--- src/rtl/fifo_ctrl_param_if.sv ---
// Handshake and status bundle for fifo_ctrl_param.
// The master side drives the requests. The slave side (the FIFO) drives data and status back.
interface fifo_ctrl_param_if #(
  parameter int DATA_W = 16,
  parameter int PTR_W  = 2
);
  logic              push_fifo;
  logic              pop_fifo;
  logic              flush;
  logic [DATA_W-1:0] data_in;
  logic [DATA_W-1:0] data_out;
  logic              fifo_empty;
  logic              fifo_full;
  logic              almost_full;
  logic              almost_empty;
  logic [PTR_W:0]    count;
  logic [PTR_W-1:0]  curr_head;
  logic [PTR_W-1:0]  curr_tail;
  logic              overflow;
  logic              underflow;

  modport master (
    output push_fifo, pop_fifo, flush, data_in,
    input  data_out, fifo_empty, fifo_full, almost_full, almost_empty,
    input  count, curr_head, curr_tail, overflow, underflow
  );

  modport slave (
    input  push_fifo, pop_fifo, flush, data_in,
    output data_out, fifo_empty, fifo_full, almost_full, almost_empty,
    output count, curr_head, curr_tail, overflow, underflow
  );
endinterface

--- src/rtl/fifo_ctrl_param.sv ---
// Parametrised synchronous FIFO: storage, head/tail pointers, occupancy count,
// threshold flags, flush, and registered overflow/underflow pulses.

// Basic enable flop with optional synchronous reset; holds all FIFO state.
module fifo_ctrl_dff #(
  parameter int           W       = 1,
  parameter bit           RST_EN  = 1'b1,
  parameter logic [W-1:0] RST_VAL = '0
) (
  input  logic         clk,
  input  logic         rst,
  input  logic         en,
  input  logic [W-1:0] d,
  output logic [W-1:0] q
);
  // Reset, when enabled, takes priority over the load enable.
  always_ff @(posedge clk) begin
    if (RST_EN && rst) begin
      q <= RST_VAL;
    end else if (en) begin
      q <= d;
    end
  end
endmodule

module fifo_ctrl_param #(
  parameter int DATA_W    = 16,
  parameter int DEPTH     = 4,
  parameter int PTR_W     = 2,
  parameter int AFULL_TH  = DEPTH - 1,
  parameter int AEMPTY_TH = 1
) (
  input  logic               clk,
  input  logic               rst,
  fifo_ctrl_param_if.slave   bus
);
  localparam logic [PTR_W:0]   DEPTH_C  = (PTR_W+1)'(DEPTH);
  localparam logic [PTR_W:0]   AFULL_C  = (PTR_W+1)'(AFULL_TH);
  localparam logic [PTR_W:0]   AEMPTY_C = (PTR_W+1)'(AEMPTY_TH);
  localparam logic [PTR_W-1:0] PTR_ONE  = {{(PTR_W-1){1'b0}}, 1'b1};
  localparam logic [PTR_W:0]   CNT_ZERO = {(PTR_W+1){1'b0}};

  logic [PTR_W-1:0]  head_r, tail_r;
  logic [PTR_W:0]    count_r;
  logic              ovf_r, udf_r;
  logic [PTR_W-1:0]  head_nxt_s, tail_nxt_s;
  logic [PTR_W:0]    count_nxt_s;
  logic              ovf_nxt_s, udf_nxt_s;
  logic              empty_s, full_s;
  logic              pop_ok_s, push_ok_s, mem_we_s;
  logic [DEPTH-1:0]  wr_en_s;
  logic [DATA_W-1:0] mem_q_s [DEPTH];

  assign empty_s   = (count_r == CNT_ZERO);
  assign full_s    = (count_r == DEPTH_C);
  // A pop on a full FIFO frees the slot that a simultaneous push needs.
  assign pop_ok_s  = bus.pop_fifo & ~empty_s;
  assign push_ok_s = bus.push_fifo & (~full_s | pop_ok_s);
  assign mem_we_s  = push_ok_s & ~bus.flush;

  // Next-state pointer, count and error-pulse computation.
  always_comb begin
    head_nxt_s  = head_r;
    tail_nxt_s  = tail_r;
    count_nxt_s = count_r;
    ovf_nxt_s   = 1'b0;
    udf_nxt_s   = 1'b0;
    if (bus.flush) begin
      head_nxt_s  = {PTR_W{1'b0}};
      tail_nxt_s  = {PTR_W{1'b0}};
      count_nxt_s = CNT_ZERO;
    end else begin
      if (pop_ok_s) begin
        head_nxt_s = head_r + PTR_ONE;
      end else begin
        head_nxt_s = head_r;
      end
      if (push_ok_s) begin
        tail_nxt_s = tail_r + PTR_ONE;
      end else begin
        tail_nxt_s = tail_r;
      end
      count_nxt_s = count_r + {{PTR_W{1'b0}}, push_ok_s} - {{PTR_W{1'b0}}, pop_ok_s};
      ovf_nxt_s   = bus.push_fifo & ~push_ok_s;
      udf_nxt_s   = bus.pop_fifo & ~pop_ok_s;
    end
  end

  fifo_ctrl_dff #(.W(PTR_W)) u_head (
    .clk(clk), .rst(rst), .en(1'b1), .d(head_nxt_s), .q(head_r)
  );
  fifo_ctrl_dff #(.W(PTR_W)) u_tail (
    .clk(clk), .rst(rst), .en(1'b1), .d(tail_nxt_s), .q(tail_r)
  );
  fifo_ctrl_dff #(.W(PTR_W+1)) u_count (
    .clk(clk), .rst(rst), .en(1'b1), .d(count_nxt_s), .q(count_r)
  );
  fifo_ctrl_dff #(.W(1)) u_ovf (
    .clk(clk), .rst(rst), .en(1'b1), .d(ovf_nxt_s), .q(ovf_r)
  );
  fifo_ctrl_dff #(.W(1)) u_udf (
    .clk(clk), .rst(rst), .en(1'b1), .d(udf_nxt_s), .q(udf_r)
  );

  // Storage entries are not reset; the empty decode masks stale contents.
  for (genvar gi = 0; gi < DEPTH; gi++) begin : g_mem
    assign wr_en_s[gi] = mem_we_s & (tail_r == PTR_W'(gi));
    fifo_ctrl_dff #(.W(DATA_W), .RST_EN(1'b0)) u_entry (
      .clk(clk), .rst(rst), .en(wr_en_s[gi]), .d(bus.data_in), .q(mem_q_s[gi])
    );
  end

  assign bus.data_out     = empty_s ? {DATA_W{1'b0}} : mem_q_s[head_r];
  assign bus.fifo_empty   = empty_s;
  assign bus.fifo_full    = full_s;
  assign bus.almost_full  = (count_r >= AFULL_C);
  assign bus.almost_empty = (count_r <= AEMPTY_C);
  assign bus.count        = count_r;
  assign bus.curr_head    = head_r;
  assign bus.curr_tail    = tail_r;
  assign bus.overflow     = ovf_r;
  assign bus.underflow    = udf_r;
endmodule

--- src/flat_wrapper.sv ---
// flat-port wrapper written by rule: the top's interface ports become plain ports
module fifo_ctrl_param_flat 
#(
  parameter int DATA_W    = 16,
  parameter int DEPTH     = 4,
  parameter int PTR_W     = 2,
  parameter int AFULL_TH  = DEPTH - 1,
  parameter int AEMPTY_TH = 1
)
  (clk, rst, bus_push_fifo, bus_pop_fifo, bus_flush, bus_data_in, bus_data_out, bus_fifo_empty, bus_fifo_full, bus_almost_full, bus_almost_empty, bus_count, bus_curr_head, bus_curr_tail, bus_overflow, bus_underflow);
  fifo_ctrl_param_if #(.DATA_W(DATA_W), .PTR_W(PTR_W)) bus_i ();
  input  logic clk;
  input  logic rst;
  input wire logic [$bits(bus_i.push_fifo)-1:0] bus_push_fifo;
  input wire logic [$bits(bus_i.pop_fifo)-1:0] bus_pop_fifo;
  input wire logic [$bits(bus_i.flush)-1:0] bus_flush;
  input wire logic [$bits(bus_i.data_in)-1:0] bus_data_in;
  output wire logic [$bits(bus_i.data_out)-1:0] bus_data_out;
  output wire logic [$bits(bus_i.fifo_empty)-1:0] bus_fifo_empty;
  output wire logic [$bits(bus_i.fifo_full)-1:0] bus_fifo_full;
  output wire logic [$bits(bus_i.almost_full)-1:0] bus_almost_full;
  output wire logic [$bits(bus_i.almost_empty)-1:0] bus_almost_empty;
  output wire logic [$bits(bus_i.count)-1:0] bus_count;
  output wire logic [$bits(bus_i.curr_head)-1:0] bus_curr_head;
  output wire logic [$bits(bus_i.curr_tail)-1:0] bus_curr_tail;
  output wire logic [$bits(bus_i.overflow)-1:0] bus_overflow;
  output wire logic [$bits(bus_i.underflow)-1:0] bus_underflow;
  assign bus_i.push_fifo = bus_push_fifo;
  assign bus_i.pop_fifo = bus_pop_fifo;
  assign bus_i.flush = bus_flush;
  assign bus_i.data_in = bus_data_in;
  assign bus_data_out = bus_i.data_out;
  assign bus_fifo_empty = bus_i.fifo_empty;
  assign bus_fifo_full = bus_i.fifo_full;
  assign bus_almost_full = bus_i.almost_full;
  assign bus_almost_empty = bus_i.almost_empty;
  assign bus_count = bus_i.count;
  assign bus_curr_head = bus_i.curr_head;
  assign bus_curr_tail = bus_i.curr_tail;
  assign bus_overflow = bus_i.overflow;
  assign bus_underflow = bus_i.underflow;
  fifo_ctrl_param #(.DATA_W(DATA_W), .DEPTH(DEPTH), .PTR_W(PTR_W), .AFULL_TH(AFULL_TH), .AEMPTY_TH(AEMPTY_TH)) u_core (.clk(clk), .rst(rst), .bus(bus_i));
endmodule
--- config.mk ---
export PLATFORM = sky130hd
export DESIGN_NAME = fifo_ctrl_param_flat
export DESIGN_NICKNAME = d
export VERILOG_FILES = /design/src/rtl/fifo_ctrl_param_if.sv /design/src/rtl/fifo_ctrl_param.sv /design/src/flat_wrapper.sv
export SDC_FILE = /design/constraint.sdc
export NUM_CORES = 1
export LEC_CHECK = 0
export ABC_AREA = 1
export BUFFER_PORTS_ARGS = -buffer_cell sky130_fd_sc_hd__buf_2
export CAP_MARGIN = 10
export CORE_MARGIN = 2
export CORE_UTILIZATION = 35
export CTS_BUF_LIST = sky130_fd_sc_hd__clkbuf_4
export CTS_CLUSTER_DIAMETER = 150
export DETAILED_ROUTE_END_ITERATION = 8
export PLACE_DENSITY = 0.66
export SYNTH_ARGS = -nofsm -noshare
export SYNTH_HDL_FRONTEND = slang
export SYNTH_SLANG_ARGS = --single-unit
--- constraint.sdc ---
create_clock -name clk -period 3 [get_ports clk]
set_input_delay 0.3 -clock clk [delete_from_list [all_inputs] [get_ports clk]]
set_output_delay 0.3 -clock clk [all_outputs]
set_load 0.02 [all_outputs]
==> reports/qor.yml <==
flow_run:
  max_cap_violations: 0
global_route:
  grt_pass1_wl_mm: 9.95
  grt_pass1_vias: 2011
  grt_antenna_before_repair: 0
  grt_max_degree: 35
  grt-ovfl-total: 0
  grt_usage_pct: 13.6
clock_network:
  htree_levels: 3
  cts_setup_buffers: 0
  cts_sinks: 73
  numCtsBuffers: 9
  clock_tree.buffer_depth: 2
  cts_root_buf: "clkbuf_4"
  clkSlewWorstSetupHoldPaths_ps: 130
  tritoncts: "yes"
  cts_hold_buf: 0
  clk_latency_ps: 420
  cts_resized: 0
yosys:
  synth_area_um2: 3090
  synthCells: 264
  synth_seq_cells: 73
  yosys_warnings: 0
  synth_area_per_cell_um2: 11.7
  syn_nets: 293
  netlist-cell-type-count: 22
  seq_area_frac_synth_pct: 68.1
setup_path:
  r2r_cells: 11
  crit_fanout: 19
  crit_top_cell: "nor2_1"
  r2r-start: "u_core.u_count.q[1]$_SDFF_PP0_"
  crit_cells: 6
  max_stage_delay_ps: 740
  crit_buf_inv: 2
  crit_slowest_cell: "dfxtp_1"
  required_ps: 2700
  critPathTopFamily: "flip-flops"
  cp.arrival_ps: 2150
  startpoint_type: "flop"
  path_cells: "buf_4 -> nor2_1 -> nor2_1 -> o21ai_0 -> a21oi_1 -> buf_2"
  end_kind: "primary output"
  reg2reg_to: "u_core.u_count.q[2]$_SDFF_PP0_"
  r2r_slack_ps: 1130
  startpoint: "u_core.u_head.q[0]$_SDFFE_PP0N_"
  path_class: "reg2out"
floorplan:
  coreArea_um2: 8640
  io_pins: 50
  die_h_um: 97.9
  dieArea_um2: 9590
  initial_core_util_pct: 35.8
  num_rows: 34
  die_width_um: 97.9
routing:
  drc: 0
  dr.pass1.iters: 4
  drt_iter0_markers: 102
  via_per_inst: 4.72
  num_vias: 2041
  wire_per_inst_um: 14.3
  antenna_left: 0
  wirelength_mm: 6.17
min_path:
  min_path_type: "in2reg"
  holdPathStages: 1
  worstHoldStart: "bus_data_in[13]"
  hold_path_end: "u_core.g_mem[0].u_entry.q[13]$_DFFE_PP_"
sta:
  fin_ws_ps: 551
  layout_min_cycle_time_ps: 2450
  max_clock_freq_mhz: 408
  tns_ps: 0
  hold_ws_ps: 84.3
  setup-violations-final: 0
  rsz0062_at_grt: "no"
  tightestPinTransition_ps: 628
  finalHoldViolCount: 0
  relSlewSlack_pct: 58.1
  skew_ps: 14.2
  period_share_pct: 81.6
  final_max_slew_viol_count: 0
pwr:
  p_sw_share_pct: 26.4
  p_switching_uw: 489
  comb_power_share_pct: 9.7
  internal-power_uw: 1360
  sequentialPowerShare_pct: 61.4
  ir_drop_uv: 232
  p_leak_uw: 0.00137
  power_frac_clock_pct: 28.9
  cellPowerDensity_nw_per_um2: 528
final_layout:
  final_cell_area_um2: 3500
  final_common_cell: "nor2_1"
  final_cell_mix: "nor2_1, edfxtp_1, buf_2, a21oi_1, o21ai_1"
  regArea_um2: 2100
  n_antenna_cell: 0
  multi_input_area_um2: 778
  nets: 348
  drive_above_1_share_pct: 24.4
  n_fill_cell: 832
  syn_to_final_growth_pct: 13.5
place:
  io_buffers: 49
  place_hpwl_mm: 3.82
  place_ws_ps: 1020
  gp_congestion: 0.744
  place_area_um2: 3390
outcome:
  outcome: "finished, final reports clean"
==> final cells by class <==
cell class | count | area share (%)
clock buffers | 10 | 2.14
clock inverters | 6 | 1.21
inverters | 20 | 2.29
multi-input cells | 160 | 22.2
flip-flops and latches | 73 | 60.0
well taps | 108 | 3.86
repair buffers | 55 | 8.29
==> per-layer routing <==
metal / vias to the layer above / part of all wire (%) / GRT usage, %
met5: - / 0 / 0
met4: 0 / 2.6 / 7.69
met3: 15 / 4.1 / 3.22
met2: 41 / 50 / 23.0
met1: 975 / 43 / 15.8
li1: 1010 / - / -
==> worst register-to-register path: stages, from the launching register on <==
cell	delay [ps]
dfxtp_1	520
nor2_2	110
nand3_2	130
nand2_1	60
inv_1	80
nand2_1	60
nand2_1	50
ha_1	130
inv_1	40
fa_1	370
xnor2_1	160
nor2_1	50
==> Yosys cell counts <==
cell type | count | area, um^2
o21ai_1 | 18 | 90.1
nor2_1 | 74 | 278
xnor2_1 | 1 | 8.76
nand2_4 | 1 | 11.3
ha_1 | 7 | 87.6
nand2_1 | 12 | 45.0
buf_4 | 1 | 7.51
inv_4 | 2 | 12.5
nor2_2 | 1 | 6.26
dfxtp_1 | 9 | 180
edfxtp_1 | 64 | 1920
buf_6 | 8 | 90.1
a21oi_1 | 20 | 100
inv_1 | 16 | 60.1
fa_1 | 1 | 20.0
nand3_1 | 5 | 25.0
nor3_1 | 3 | 15.0
nand3_2 | 1 | 10.0
o21ai_0 | 15 | 75.1
buf_8 | 2 | 30.0
inv_2 | 2 | 7.51
nand2_2 | 1 | 6.26
==> state kept, by name, summed over array words and instances, names as in the netlist <==
signal                  count
u_core.u_udf.q              1
u_core.u_ovf.q              1
u_core.g_mem.u_entry.q     64
u_core.u_tail.q             2
u_core.u_head.q             2
u_core.u_count.q            3
==> power groups by stage <==
stage	sequential, uW	combinational, uW	clock, uW
after floorplan	1160	115	0
after global placement	1160	178	0
after detailed placement	1160	182	0
after CTS	1140	183	548
after global routing	1140	202	582
final	1140	180	535
==> kinds of logic (layout without fill, tap and decap cells) <==
logic type               Yosys count  count (layout)  synth area share, %
XOR/XNOR                           1               1                0.284
flip-flops                        73              73                 68.1
buffers and inverters             31              91                 6.73
adder cells (fa/ha/maj)            8               8                 3.48
AND/OR/NAND/NOR                   98              98                 12.8
AO/OA/AOI/OAI                     53              53                 8.59
==> worst max path at each step <==
stage,slack (ps),to
after floorplan,950,u_core.g_mem[0].u_entry.q[0]$_DFFE_PP_
after global placement,1060,bus_data_out[6]
after detailed placement,1020,bus_data_out[2]
after CTS,540,bus_data_out[2]
after global routing,310,bus_data_out[2]
final,550,bus_data_out[6]
==> metrics by stage <==
step,total power [uW],util [%],cells
after detailed placement,1340,39.2,416
after CTS,1870,40.6,432
after global placement,1340,39.2,416
after floorplan,1280,-,264
final,1850,40.6,432
after global routing,1920,40.6,432
No activity file was read; power rests on OpenSTA's default activity.
